$ cat config.mk
export PLATFORM = sky130hd
export DESIGN_NAME = modbus_uart_rx
export DESIGN_NICKNAME = d
export VERILOG_FILES = /design/src/rtl/modbus_pkg.sv /design/src/rtl/baud_tick.sv /design/src/rtl/modbus_uart_rx.sv
export SDC_FILE = /design/constraint.sdc
export NUM_CORES = 1
export LEC_CHECK = 0
export CORE_ASPECT_RATIO = 0.8
export CORE_MARGIN = 2
export CORE_UTILIZATION = 66
export CTS_BUF_LIST = sky130_fd_sc_hd__clkbuf_4
export DETAILED_ROUTE_END_ITERATION = 6
export PLACE_DENSITY = 0.87
export SETUP_SLACK_MARGIN = 0.3
export SLEW_MARGIN = 20
export SYNTH_ARGS = -nofsm -noshare
export SYNTH_HDL_FRONTEND = slang
export SYNTH_SLANG_ARGS = --single-unit
$ cat constraint.sdc
create_clock -name clk -period 4.39 [get_ports clk]
set_clock_uncertainty 0.1 [all_clocks]
set_input_delay 0.439 -clock clk [delete_from_list [all_inputs] [get_ports clk]]
set_output_delay 0.439 -clock clk [all_outputs]
set_load 0.02 [all_outputs]
$ cat src/rtl/modbus_pkg.sv
// Shared definitions for the MODBUS serial front end: parity modes, receiver
// FSM states and a parity check helper.
package modbus_pkg;

  localparam int PARITY_NONE = 0;
  localparam int PARITY_ODD  = 1;
  localparam int PARITY_EVEN = 2;

  typedef enum logic [2:0] {
    ST_IDLE      = 3'd0,
    ST_START     = 3'd1,
    ST_DATA      = 3'd2,
    ST_PARITY    = 3'd3,
    ST_STOP      = 3'd4,
    ST_WAIT_HIGH = 3'd5
  } rx_state_e;

  // True when the received parity bit agrees with the data under the given mode.
  function automatic logic parity_ok(input logic [7:0] data, input logic pbit, input int mode);
    logic x;
    x = (^data) ^ pbit;
    return (mode == PARITY_ODD) ? x : ~x;
  endfunction

endpackage

$ cat src/rtl/baud_tick.sv
// Free-running 16x oversample tick plus a bit-period tick every 16 sample ticks.
// Never re-phased, so it can be shared with a transmitter.
module baud_tick #(
  parameter int DIVW = 16,
  parameter int DIV  = 52
) (
  input  logic clk,
  input  logic reset,
  output logic stick_o,
  output logic bit_tick_o
);

  localparam logic [DIVW-1:0] DIV_LAST = DIVW'(DIV - 1);

  logic [DIVW-1:0] div_q, div_d;
  logic [3:0]      cnt_q, cnt_d;

  always_comb begin
    div_d = stick_o ? '0 : div_q + 1'b1;
    cnt_d = stick_o ? cnt_q + 4'd1 : cnt_q;
  end

  always_ff @(posedge clk or posedge reset) begin
    if (reset) begin
      div_q <= '0;
      cnt_q <= '0;
    end else begin
      div_q <= div_d;
      cnt_q <= cnt_d;
    end
  end

  assign stick_o    = (div_q == DIV_LAST);
  assign bit_tick_o = stick_o && (cnt_q == 4'hF);

endmodule

$ cat src/rtl/modbus_uart_rx.sv
// 16x oversampling UART receiver (8 data bits, optional parity, 1 stop bit)
// producing ready/rxerr pulses and a bit-period tick for the MODBUS endpoint.
module modbus_uart_rx
  import modbus_pkg::*;
#(
  parameter int DIVW   = 16,
  parameter int DIV    = 52,
  parameter int PARITY = PARITY_EVEN
) (
  input  logic       clk,
  input  logic       reset,
  input  logic       rx,
  output logic [7:0] dout,
  output logic       ready,
  output logic       rxerr,
  output logic       rxbusy,
  output logic       bit_tick
);

  logic       stick;
  logic       rx_meta_q, rx_s_q;
  rx_state_e  state_q, state_d;
  logic [3:0] ph_q, ph_d;
  logic [2:0] idx_q, idx_d;
  logic [7:0] shift_q, shift_d;
  logic [7:0] dout_q, dout_d;
  logic       perr_q, perr_d;
  logic       ready_q, ready_d;
  logic       rxerr_q, rxerr_d;
  logic       busy_q, busy_d;

  baud_tick #(
    .DIVW(DIVW),
    .DIV (DIV)
  ) u_baud_tick (
    .clk       (clk),
    .reset     (reset),
    .stick_o   (stick),
    .bit_tick_o(bit_tick)
  );

  always_comb begin
    state_d = state_q;
    ph_d    = ph_q;
    idx_d   = idx_q;
    shift_d = shift_q;
    dout_d  = dout_q;
    perr_d  = perr_q;
    busy_d  = busy_q;
    ready_d = 1'b0;
    rxerr_d = 1'b0;
    if (stick) begin
      if (state_q != ST_IDLE) ph_d = ph_q + 4'd1;
      case (state_q)
        ST_IDLE: begin
          if (!rx_s_q) begin
            state_d = ST_START;
            ph_d    = 4'd0;
            busy_d  = 1'b1;
            perr_d  = 1'b0;
          end
        end
        ST_START: begin
          // A line that is high again at mid start bit was only a glitch.
          if (ph_q == 4'd7 && rx_s_q) begin
            state_d = ST_IDLE;
            busy_d  = 1'b0;
          end else if (ph_q == 4'd15) begin
            state_d = ST_DATA;
            idx_d   = 3'd0;
          end
        end
        ST_DATA: begin
          if (ph_q == 4'd7) shift_d = {rx_s_q, shift_q[7:1]};
          if (ph_q == 4'd15) begin
            if (idx_q == 3'd7) state_d = (PARITY == PARITY_NONE) ? ST_STOP : ST_PARITY;
            else               idx_d   = idx_q + 3'd1;
          end
        end
        ST_PARITY: begin
          if (ph_q == 4'd7)  perr_d  = ~parity_ok(shift_q, rx_s_q, PARITY);
          if (ph_q == 4'd15) state_d = ST_STOP;
        end
        ST_STOP: begin
          if (ph_q == 4'd7) begin
            busy_d = 1'b0;
            if (!rx_s_q) begin
              rxerr_d = 1'b1;
              state_d = ST_WAIT_HIGH;
            end else if (perr_q) begin
              rxerr_d = 1'b1;
              state_d = ST_IDLE;
            end else begin
              dout_d  = shift_q;
              ready_d = 1'b1;
              state_d = ST_IDLE;
            end
          end
        end
        ST_WAIT_HIGH: begin
          // Break or stuck-low line: wait for idle so only one error is reported.
          if (rx_s_q) state_d = ST_IDLE;
        end
        default: state_d = ST_IDLE;
      endcase
    end
  end

  always_ff @(posedge clk or posedge reset) begin
    if (reset) begin
      rx_meta_q <= 1'b1;
      rx_s_q    <= 1'b1;
      state_q   <= ST_IDLE;
      ph_q      <= '0;
      idx_q     <= '0;
      shift_q   <= '0;
      dout_q    <= '0;
      perr_q    <= 1'b0;
      ready_q   <= 1'b0;
      rxerr_q   <= 1'b0;
      busy_q    <= 1'b0;
    end else begin
      rx_meta_q <= rx;
      rx_s_q    <= rx_meta_q;
      state_q   <= state_d;
      ph_q      <= ph_d;
      idx_q     <= idx_d;
      shift_q   <= shift_d;
      dout_q    <= dout_d;
      perr_q    <= perr_d;
      ready_q   <= ready_d;
      rxerr_q   <= rxerr_d;
      busy_q    <= busy_d;
    end
  end

  assign dout   = dout_q;
  assign ready  = ready_q;
  assign rxerr  = rxerr_q;
  assign rxbusy = busy_q;

endmodule

-- Word-level counts from Yosys, hierarchy flattened
Cells that the tools add are included.
- output and inout bits: 12
- flip-flop bits (word level): 52
- word-level logic and storage cells: 91
- bits of input ports: 3
- add/sub/neg operators: 4
- reductions and logical operators: 14
- bitwise gates (word level): 2
- equality and inequality tests: 22
- muxes and demuxes: 36
- operator list (cell ; number):
    two-way mux 3 bit ; 13
    inequality test 2 bit, second input constant ; 11
    one-hot mux 3 bit (6 select lines) ; 1
    adder 16 x 1 -> 16 bit, second input constant ; 1
    == test 16 x 6 -> 1 bit, second input constant ; 1
    two-way mux 16 bit ; 1
    two-way mux 1 bit ; 15
    two-way mux 4 bit ; 3
    AND reduction 5 bit ; 2
    == test 3 bit, second input constant ; 3
    adder 4 x 1 -> 4 bit, second input constant ; 2
    == test 4 bit, second input constant ; 2
    AND reduction 8 bit ; 1
    XOR reduction 8 bit ; 1
    == test 3 x 2 -> 1 bit, second input constant ; 2
    one-hot mux 3 bit (2 select lines) ; 1
    AND reduction 6 bit ; 1
    nonzero test 3 bit ; 2
    == test 4 x 3 -> 1 bit, second input constant ; 1
    AND reduction 4 bit ; 1
    nonzero test 2 bit ; 2
    adder 3 x 1 -> 3 bit, second input constant ; 1
    == test 3 x 1 -> 1 bit, second input constant ; 1
    zero test 3 bit ; 1
    other kinds (7) ; 8

-- Longest topological paths before layout
Gate-level depths: netlist of run 1.
- depth after elaboration: 5
- gate-level depth with buffers: 6
- depth with buffers taken out: 6

-- Cells and area by module
From an unflattened synthesis of run 1, not the netlist that was laid out.
- cell total of the unflattened synthesis: 212
- area total of the unflattened synthesis: 2511.2 µm²
- by module, submodules not included (module ; seq. area each (µm²) ; cells an instance ; area an instance (µm²) ; instances):
    modbus_uart_rx ; 803.3 ; 133 ; 1587.8 ; 1
    baud_tick ; 500.5 ; 79 ; 923.4 ; 1

-- Worst setup path after synthesis of run 1
No wires, ideal clock.
- path type: reg-to-output
- start: reg u_baud_tick.div_q[0]
- end: out bit_tick
- stages on the path, launching flop included: 6
- data required time: 3851 ps
- arrival: 1654 ps
- slack: 2197 ps
- path through: dfrtp_1 ha_1 and3_1 and4_1 clkbuf_1 and4_1
- longest elaborated chain between the ends: 2
- ends and longest elaborated chain (what ; RTL line ; source):
    start, declared ; baud_tick.sv:15 ; logic [DIVW-1:0] div_q, div_d;
    start signal, assigned ; baud_tick.sv:28 ; div_q <= div_d;
    == test 16 x 6 -> 1 bit ; baud_tick.sv:33 ; assign stick_o = (div_q == DIV_LAST);
    logical AND 1 bit ; baud_tick.sv:34 ; assign bit_tick_o = stick_o && (cnt_q == 4'hF);
    end, declared ; modbus_uart_rx.sv:17 ; output logic bit_tick
Every way passes these cells.

-- Final worst setup path of run 1
Same ends and word-level chain as after synthesis.

==> results_dict.tcl, run 1 <==
set metrics [dict create \
    synthCells 221 \
    gr-usage-all-layers 0.243 \
    ys_ff_latch 52 \
    cts_root_buf "clkbuf_4" \
    critPathMaxFanout 12 \
    pre_cts_ws_ns 1.68 \
    antenna_found_initial 0 \
    cts.sink_count 52 \
    synthFlopType "dfrtp_1" \
    antenna_cells 0 \
    drc 0 \
    finalMaxSlewViolations 0 \
    layout_commonest_cell "dfrtp_1" \
    cts_setup_buffers 0 \
    ctsResizeCount 0 \
    hpwlAfterDp_mm 3.13 \
    yosys_warnings 0 \
    dpl_cell_area_um2 2750 \
    fin_setup_tns_ns 0 \
    crit_start "u_baud_tick.div_q[0]" \
    final_cell_mix "50 x dfrtp_1, 19 x xnor2_1, 18 x nand2_1, 14 x clkdlybuf4s50_1" \
    die-area_um2 4440 \
    reg2reg_from "ph_q[1]" \
    drive_gt1_frac 0.158 \
    min_to "rx_s_q" \
    synth_cell_types 46 \
    drtIter0Drc 99 \
    synth_top_area_share 0.484 \
    period_share 0.718 \
    slowest_stage "clkdlybuf4s50_1" \
    clk_pin_slew_ns 0.14 \
    critPathCaptureType "output port" \
    vias 1687 \
    core_um2 3780 \
    critPathRequiredTime_ns 3.85 \
    wl_per_cell_um 15.7 \
    cp_data_arrival_time_ns 2.61 \
    rows 20 \
    nFillCells 255 \
    path_cells "ha_1 -> and3_1 -> and4_1 -> and4_1 -> clkdlybuf4s50_1" \
    grt-ovfl-total 0 \
    period_minus_slack_ns 3.15 \
    syn_to_final_growth_pct 8.71 \
    clk_latency_ns 0.39 \
    fin_nets 241 \
    synth.area.top_cells "dfrtp_1 48%, xnor2_1 6.4%, mux2_2 4.8%" \
    min_from "rx_meta_q" \
    p_leak_uw 0.00125 \
    stdcell_area_um2 2810 \
    worst_path_largest_cell_delay_ns 0.60 \
    power_uw 723 \
    setup_violations 0 \
    fin_util 0.744 \
    syn_nets 229 \
    synth.cell_area_um2 2590 \
    hold_depth 0 \
    ff2ff_setup_slack_ns 1.89 \
    worst_ir_drop_vdd_v 0.000211 \
    drtPass1Iterations 4 \
    grt_max_degree 53 \
    relSlewSlack 0.419 \
    max_cap_viol_count 0 \
    numCtsBuffers 5 \
    syn_avg_cell_area_um2 11.7 \
    async_flop_share 1.00 \
    synth_area_leader_cell "dfrtp_1" \
    drt-total-wl_mm 4.54 \
    cts_max_level 2 \
    critPathKind "flop to output port" \
    cts_tree "built" \
    p_per_area_nw_per_um2 257 \
    grt_first_pass_wirelength_mm 7.80 \
    port_buffers 14 \
    ant_nets 0 \
    path_common_cell "and4_1" \
    r2r_cells 5 \
    clk_path_buf_depth 2 \
    synth-edff-count 0 \
    rr_endpoint "dout[6]" \
    min_path_type "flop to flop" \
    worst_slew_pin_slew_ns 0.871 \
    gp_congestion 0.826 \
    die_w_um 74.0 \
    grt_pass1_vias 1607 \
    cp-start-kind "flop" \
    final.setup.worst_slack_ns 1.24 \
    hold_violations 0 \
    num_io_pins 15 \
    die_height_um 60.0 \
    start_util 0.684 \
    cts_hold_buffers 0 \
    rsz0062_at_grt "false" \
    outcome "finished, final reports clean" \
    synth_seq_area_share 0.504 \
    routed_via_density 5.84 \
    max_freq_ghz 0.317 \
]
-- cell usage after synthesis (all sizes together), types with 5 or more instances --
library cell / count
or3: 5
nand2: 18
mux2: 19
nand3: 11
inv: 6
xnor2: 19
nor4: 6
a21oi: 5
dfrtp: 50
ha: 5
nor2: 11
clkbuf: 7
-- report_power, final --
group          switching, uW  internal, uW
Clock                    150          75.1
Combinational           11.1          4.28
Sequential              1.67           481
Total                    163           560
-- sequential cells by signal, summed over array words and instances, names as in the netlist, 3 cells and up --
signal             cells
dout                   8
idx_q                  3
ph_q                   4
shift_q                8
state_q                3
u_baud_tick.cnt_q      4
u_baud_tick.div_q     16
-- worst max path at each step --
stage               endpoint  slack (ns)  depth (start not counted)
detailed placement  bit_tick        1.68                          5
global placement    bit_tick        1.73                          5
finish              bit_tick        1.24                          5
global route        bit_tick        1.08                          5
CTS                 bit_tick        1.23                          5
floorplan           bit_tick        2.20                          5
-- routing by layer --
| metal | part of all wire | global-route usage |
|---|---|---|
| met2 | 0.45 | 0.364 |
| met1 | 0.49 | 0.345 |
| met3 | 0.047 | 0.0658 |
| met5 | 0 | 0 |
| met4 | 0.016 | 0.0883 |
-- per-stage QoR --
stage          hold slack, ns  cells
3_5_place_dp            0.251    281
5_1_grt                 0.274    289
4_1_cts                 0.269    289
2_1_floorplan           0.245    221
6_report                0.266    289
3_3_place_gp            0.248    281
-- critical path: cells and delay by family, from the launching register on --
| family | cells | cell delay [ns] |
|---|---|---|
| buffers and inverters | 1 | 0.60 |
| adder cells (fa/ha/maj) | 1 | 0.24 |
| AND/OR/NAND/NOR | 3 | 0.99 |
| flip-flops | 1 | 0.41 |
-- cell type report --
type	count	area (um2)	share of cell area
clock inverters	1	5.00	0.00178
multi-input cells	154	1220	0.433
well taps	55	68.8	0.0245
flip-flops and latches	52	1300	0.464
repair buffers	14	140	0.0498
clock buffers	7	52.6	0.0187
inverters	6	23.8	0.00846
-- cell families (layout without fill, tap and decap cells) --
group | count (synthesis) | after routing | synth area share
compound gates | 24 | 24 | 0.0629
xor+xnor | 23 | 23 | 0.0832
fa+ha+maj | 5 | 5 | 0.0242
buf+inv | 15 | 28 | 0.0252
flops | 52 | 52 | 0.504
mux | 21 | 21 | 0.102
simple gates | 81 | 81 | 0.198
Power figures use the tool's default switching activity.
==> run 2, diff against run 1 <==
- CORE_UTILIZATION: 66 -> 61
- PLACE_DENSITY: 0.87 -> 0.81
- clock period: 4.39 -> 3.05 ns (I/O delays scaled with it)
==> run 2 against run 1 <==
  * Cell area up 2.0%
  * Routed wire length is 3.2% lower
  * Largest cell class unchanged
  * First-iteration DRC count down 17%
  * Register-to-register slack worse by 1.3 ns
  * Sequential share of layout area is 0.85 points lower
  * Utilization fell by 4.9 points
==> results_dict.tcl, run 2 (synthesized netlist as in run 1, its figures left out) <==
set metrics [dict create \
    outcome "finished, final reports clean" \
    slowest_stage "dfrtp_1" \
    critPathRequiredTime_ns 2.64 \
    clk_path_buf_depth 2 \
    core_um2 4130 \
    ant_nets 0 \
    critPathKind "flop to output port" \
    vias 1691 \
    gr-usage-all-layers 0.207 \
    critPathCaptureType "output port" \
    cts.sink_count 52 \
    die_height_um 62.2 \
    gp_congestion 0.805 \
    num_io_pins 15 \
    stdcell_area_um2 2870 \
    drc 0 \
    die-area_um2 4780 \
    cts_max_level 2 \
    worst_path_largest_cell_delay_ns 0.42 \
    period_minus_slack_ns 2.48 \
    worst_ir_drop_vdd_v 0.000387 \
    start_util 0.627 \
    syn_to_final_growth_pct 10.8 \
    largest_register_ffs 16 \
    worst_slew_pin_slew_ns 0.596 \
    path_cells "ha_1 -> and3_2 -> and4_1 -> and4_1 -> dlygate4sd2_1" \
    final_cell_mix "49 x dfrtp_1, 19 x xnor2_1, 18 x nand2_1, 13 x clkdlybuf4s50_1" \
    grt-ovfl-total 0 \
    max_freq_ghz 0.402 \
    antenna_cells 0 \
    routed_via_density 5.73 \
    cts_hold_buffers 0 \
    cp-start-kind "flop" \
    cp_data_arrival_time_ns 2.08 \
    relSlewSlack 0.600 \
    antenna_found_initial 0 \
    wl_per_cell_um 14.9 \
    path_common_cell "and4_1" \
    grt_pass1_vias 1613 \
    largest_register "u_baud_tick.div_q" \
    rows 21 \
    cts_tree "built" \
    cts_root_buf "clkbuf_4" \
    fin_hold_ws_ns 0.0937 \
    max_cap_viol_count 0 \
    period_share 0.815 \
    finalMaxSlewViolations 0 \
    grt_max_degree 23 \
    setup_violations 0 \
    layout_commonest_cell "dfrtp_1" \
    drive_gt1_frac 0.176 \
    critPathMaxFanout 5 \
    min_path_type "primary input to asynchronous set/reset pin" \
    port_buffers 14 \
    die_w_um 76.8 \
    drtIter0Drc 82 \
    fin_setup_tns_ns 0 \
    numCtsBuffers 5 \
    dpl_cell_area_um2 2780 \
    clk_latency_ns 0.38 \
    drtPass1Iterations 5 \
    fin_util 0.695 \
    rsz0062_at_grt "false" \
    grt_first_pass_wirelength_mm 7.77 \
    clk_pin_slew_ns 0.15 \
    fin_nets 245 \
    hpwlAfterDp_mm 3.17 \
    drt-total-wl_mm 4.40 \
    power_uw 1110 \
    p_leak_uw 0.00128 \
    p_per_area_nw_per_um2 386 \
    hold_violations 0 \
]
## run 2: changes by cell type in the layout (fill, tap and decap cells not counted), sizes merged
cell / change
clkbuf: -2
bufinv: +1
buf: +4
dlygate4sd2: +1
inv: +1
clkdlybuf4s50: -1
## run 2: metal layers
layer  share of wire  wire length [um]  global-route usage
met1            0.50              2190               0.295
met2            0.45              1990               0.309
met3           0.032               142              0.0552
met4           0.018                80              0.0727
met5               0                 0                   0
## run 2: critical path, delay by kind of cell (launching register included)
| family | cells | cell delay (ns) |
|---|---|---|
| simple gates | 3 | 0.71 |
| flops | 1 | 0.42 |
| buf+inv | 1 | 0.33 |
| fa+ha+maj | 1 | 0.24 |
## run 2: path summary, 6_finish.rpt
check | startpoint | endpoint | slack [ns] | cells past startpoint
max reg2reg | u_baud_tick.div_q[12] | dout[0] | 0.63 | 5
max in group asynchronous | reset | idx_q[0] | 2.16 | 3
min in group clk | rx | rx_meta_q | 0.22 | 1
min reg2reg | rx_meta_q | rx_s_q | 0.27 | 0
max | u_baud_tick.div_q[0] | bit_tick | 0.57 | 5
min | reset | u_baud_tick.div_q[15] | 0.09 | 2
## run 2: stage by stage
step	setup WS [ns]	instances
final	0.565	295
after global routing	0.481	295
after detailed placement	0.623	286
after floorplan	0.935	221
after global placement	0.703	286
after CTS	0.561	295
## run 2: repair_timing
action                                  in CTS  in global routing
resized for setup                            3                  0
buffers inserted                             1                  0
endpoints found under the setup margin       1                  0
## run 2: power breakdown
part / internal (uW) / total (uW) / switching (uW)
sequential: 692 / 694 / 2.09
clock: 172 / 388 / 216
combinational: 7.79 / 24.1 / 16.4
## run 2: final cells by class
class / instances / area (um2)
fillers: 301 / 1260
inverters: 6 / 22.5
clock inverters: 3 / 42.5
multi-input cells: 154 / 1220
clock buffers: 5 / 37.5
repair buffers: 18 / 169
flip-flops and latches: 52 / 1310
well taps: 57 / 71.3
==> run 3, diff against run 2 <==
- clock period: 3.05 -> 2.4 ns (I/O delays scaled with it)
==> run 3 against run 2 <==
  * Routed wire length increased by 6.9%
  * Cell area is 6.0% higher
  * Flip-flop and latch count stayed put
==> results_dict.tcl, run 3 (synthesized netlist as in run 1, its figures left out) <==
set metrics [dict create \
    outcome "finished, final reports clean" \
    port_buffers 14 \
    critPathKind "flop to flop" \
    cts_root_buf "clkbuf_4" \
    wl_per_cell_um 14.9 \
    largest_register "u_baud_tick.div_q" \
    cts_max_level 2 \
    drtPass1Iterations 4 \
    setup_violations 0 \
    cts_tree "built" \
    p_leak_uw 0.00138 \
    clk_path_buf_depth 2 \
    grt_pass1_vias 1774 \
    die-area_um2 4780 \
    die_w_um 76.8 \
    ant_nets 0 \
    numCtsBuffers 5 \
    core_um2 4130 \
    clk_pin_slew_ns 0.14 \
    antenna_cells 0 \
    syn_to_final_growth_pct 17.5 \
    fin_hold_ws_ns 0.134 \
    drc 0 \
    critPathCaptureType "flop" \
    die_height_um 62.2 \
    finalMaxSlewViolations 0 \
    antenna_found_initial 0 \
    stdcell_area_um2 3040 \
    grt-ovfl-total 0 \
    drtIter0Drc 169 \
    clk_latency_ns 0.37 \
    largest_register_ffs 16 \
    num_io_pins 15 \
    max_freq_ghz 0.465 \
    p_per_area_nw_per_um2 427 \
    max_cap_viol_count 0 \
    layout_commonest_cell "dfrtp_1" \
    gp_congestion 0.886 \
    hold_violations 0 \
    period_minus_slack_ns 2.15 \
    critPathRequiredTime_ns 2.56 \
    start_util 0.627 \
    hpwlAfterDp_mm 3.25 \
    worst_slew_pin_slew_ns 0.563 \
    rows 21 \
    min_path_type "primary input to asynchronous set/reset pin" \
    dpl_cell_area_um2 2860 \
    period_share 0.895 \
    cp-start-kind "flop" \
    nFillCells 299 \
    relSlewSlack 0.622 \
    drive_gt1_frac 0.271 \
    final_cell_mix "47 x dfrtp_1, 23 x buf_4, 19 x xnor2_1, 18 x nand2_1, 13 x clkdlybuf4s50_1" \
    vias 1771 \
    cts.sink_count 52 \
    grt_max_degree 27 \
    fin_setup_tns_ns 0 \
    gr-usage-all-layers 0.219 \
    routed_via_density 5.62 \
    grt_first_pass_wirelength_mm 8.25 \
    drt-total-wl_mm 4.70 \
    rsz0062_at_grt "true" \
    worst_ir_drop_vdd_v 0.000333 \
    cp_data_arrival_time_ns 2.31 \
    fin_nets 265 \
    critPathMaxFanout 8 \
]
==> run 3: area by class of cell <==
| class | count | area (um2) | share of cell area |
|---|---|---|---|
| tap | 57 | 71.3 | 0.0235 |
| sequential | 52 | 1310 | 0.430 |
| timing repair buffer | 38 | 338 | 0.111 |
| inverter | 6 | 22.5 | 0.00741 |
| clock buffer | 5 | 37.5 | 0.0124 |
| multi-input combinational | 154 | 1240 | 0.409 |
| clock inverter | 3 | 18.8 | 0.00618 |
==> run 3: worst paths after layout <==
path / startpoint / to / slack, ns / cells past startpoint
worst min-delay path: reset / u_baud_tick.div_q[8] / 0.13 / 2
worst min register to register: rx_meta_q / rx_s_q / 0.27 / 0
worst max register to register: u_baud_tick.div_q[6] / dout[3] / 0.25 / 5
max in group asynchronous: reset / rx_s_q / 1.50 / 3
worst max-delay path: u_baud_tick.div_q[6] / dout[3] / 0.25 / 5
min in group clk: rx / rx_meta_q / 0.19 / 1
==> run 3: timing repair <==
action                     in CTS  in global routing
gates resized for setup        12                  3
setup endpoints to repair      11                 20
hold endpoints to repair        0                  0
hold buffers                    0                  0
pin swaps                       8                  4
buffers inserted               10                  3
==> run 3: metal layers <==
layer	track usage	vias up	part of all wire
met3	0.0451	11	0.034
met1	0.293	857	0.46
met2	0.354	41	0.49
li1	-	862	-
met4	0.0864	0	0.018
met5	0	-	0
==> run 3: through the flow <==
| stage | power, uW | instances | setup slack (ns) | utilization |
|---|---|---|---|---|
| floorplan | 918 | 221 | 0.311 | - |
| global placement | 932 | 294 | 0.173 | 0.692 |
| detailed placement | 933 | 294 | 0.141 | 0.692 |
| CTS | 1310 | 312 | 0.248 | 0.728 |
| global route | 1350 | 315 | 0.170 | 0.736 |
| finish | 1300 | 315 | 0.251 | 0.736 |
==> run 3: worst max-delay path: stages, from the launching register on <==
cell and delay [ns]:
dfrtp_1 0.44, nor4_4 0.38, nand2_1 0.13, or4_4 0.54, buf_8 0.17, mux2_4 0.30
==> run 3: power breakdown <==
part           internal [uW]  switching [uW]
clock network            113             269
logic                   12.1            21.2
registers                879            2.78
total                   1000             293
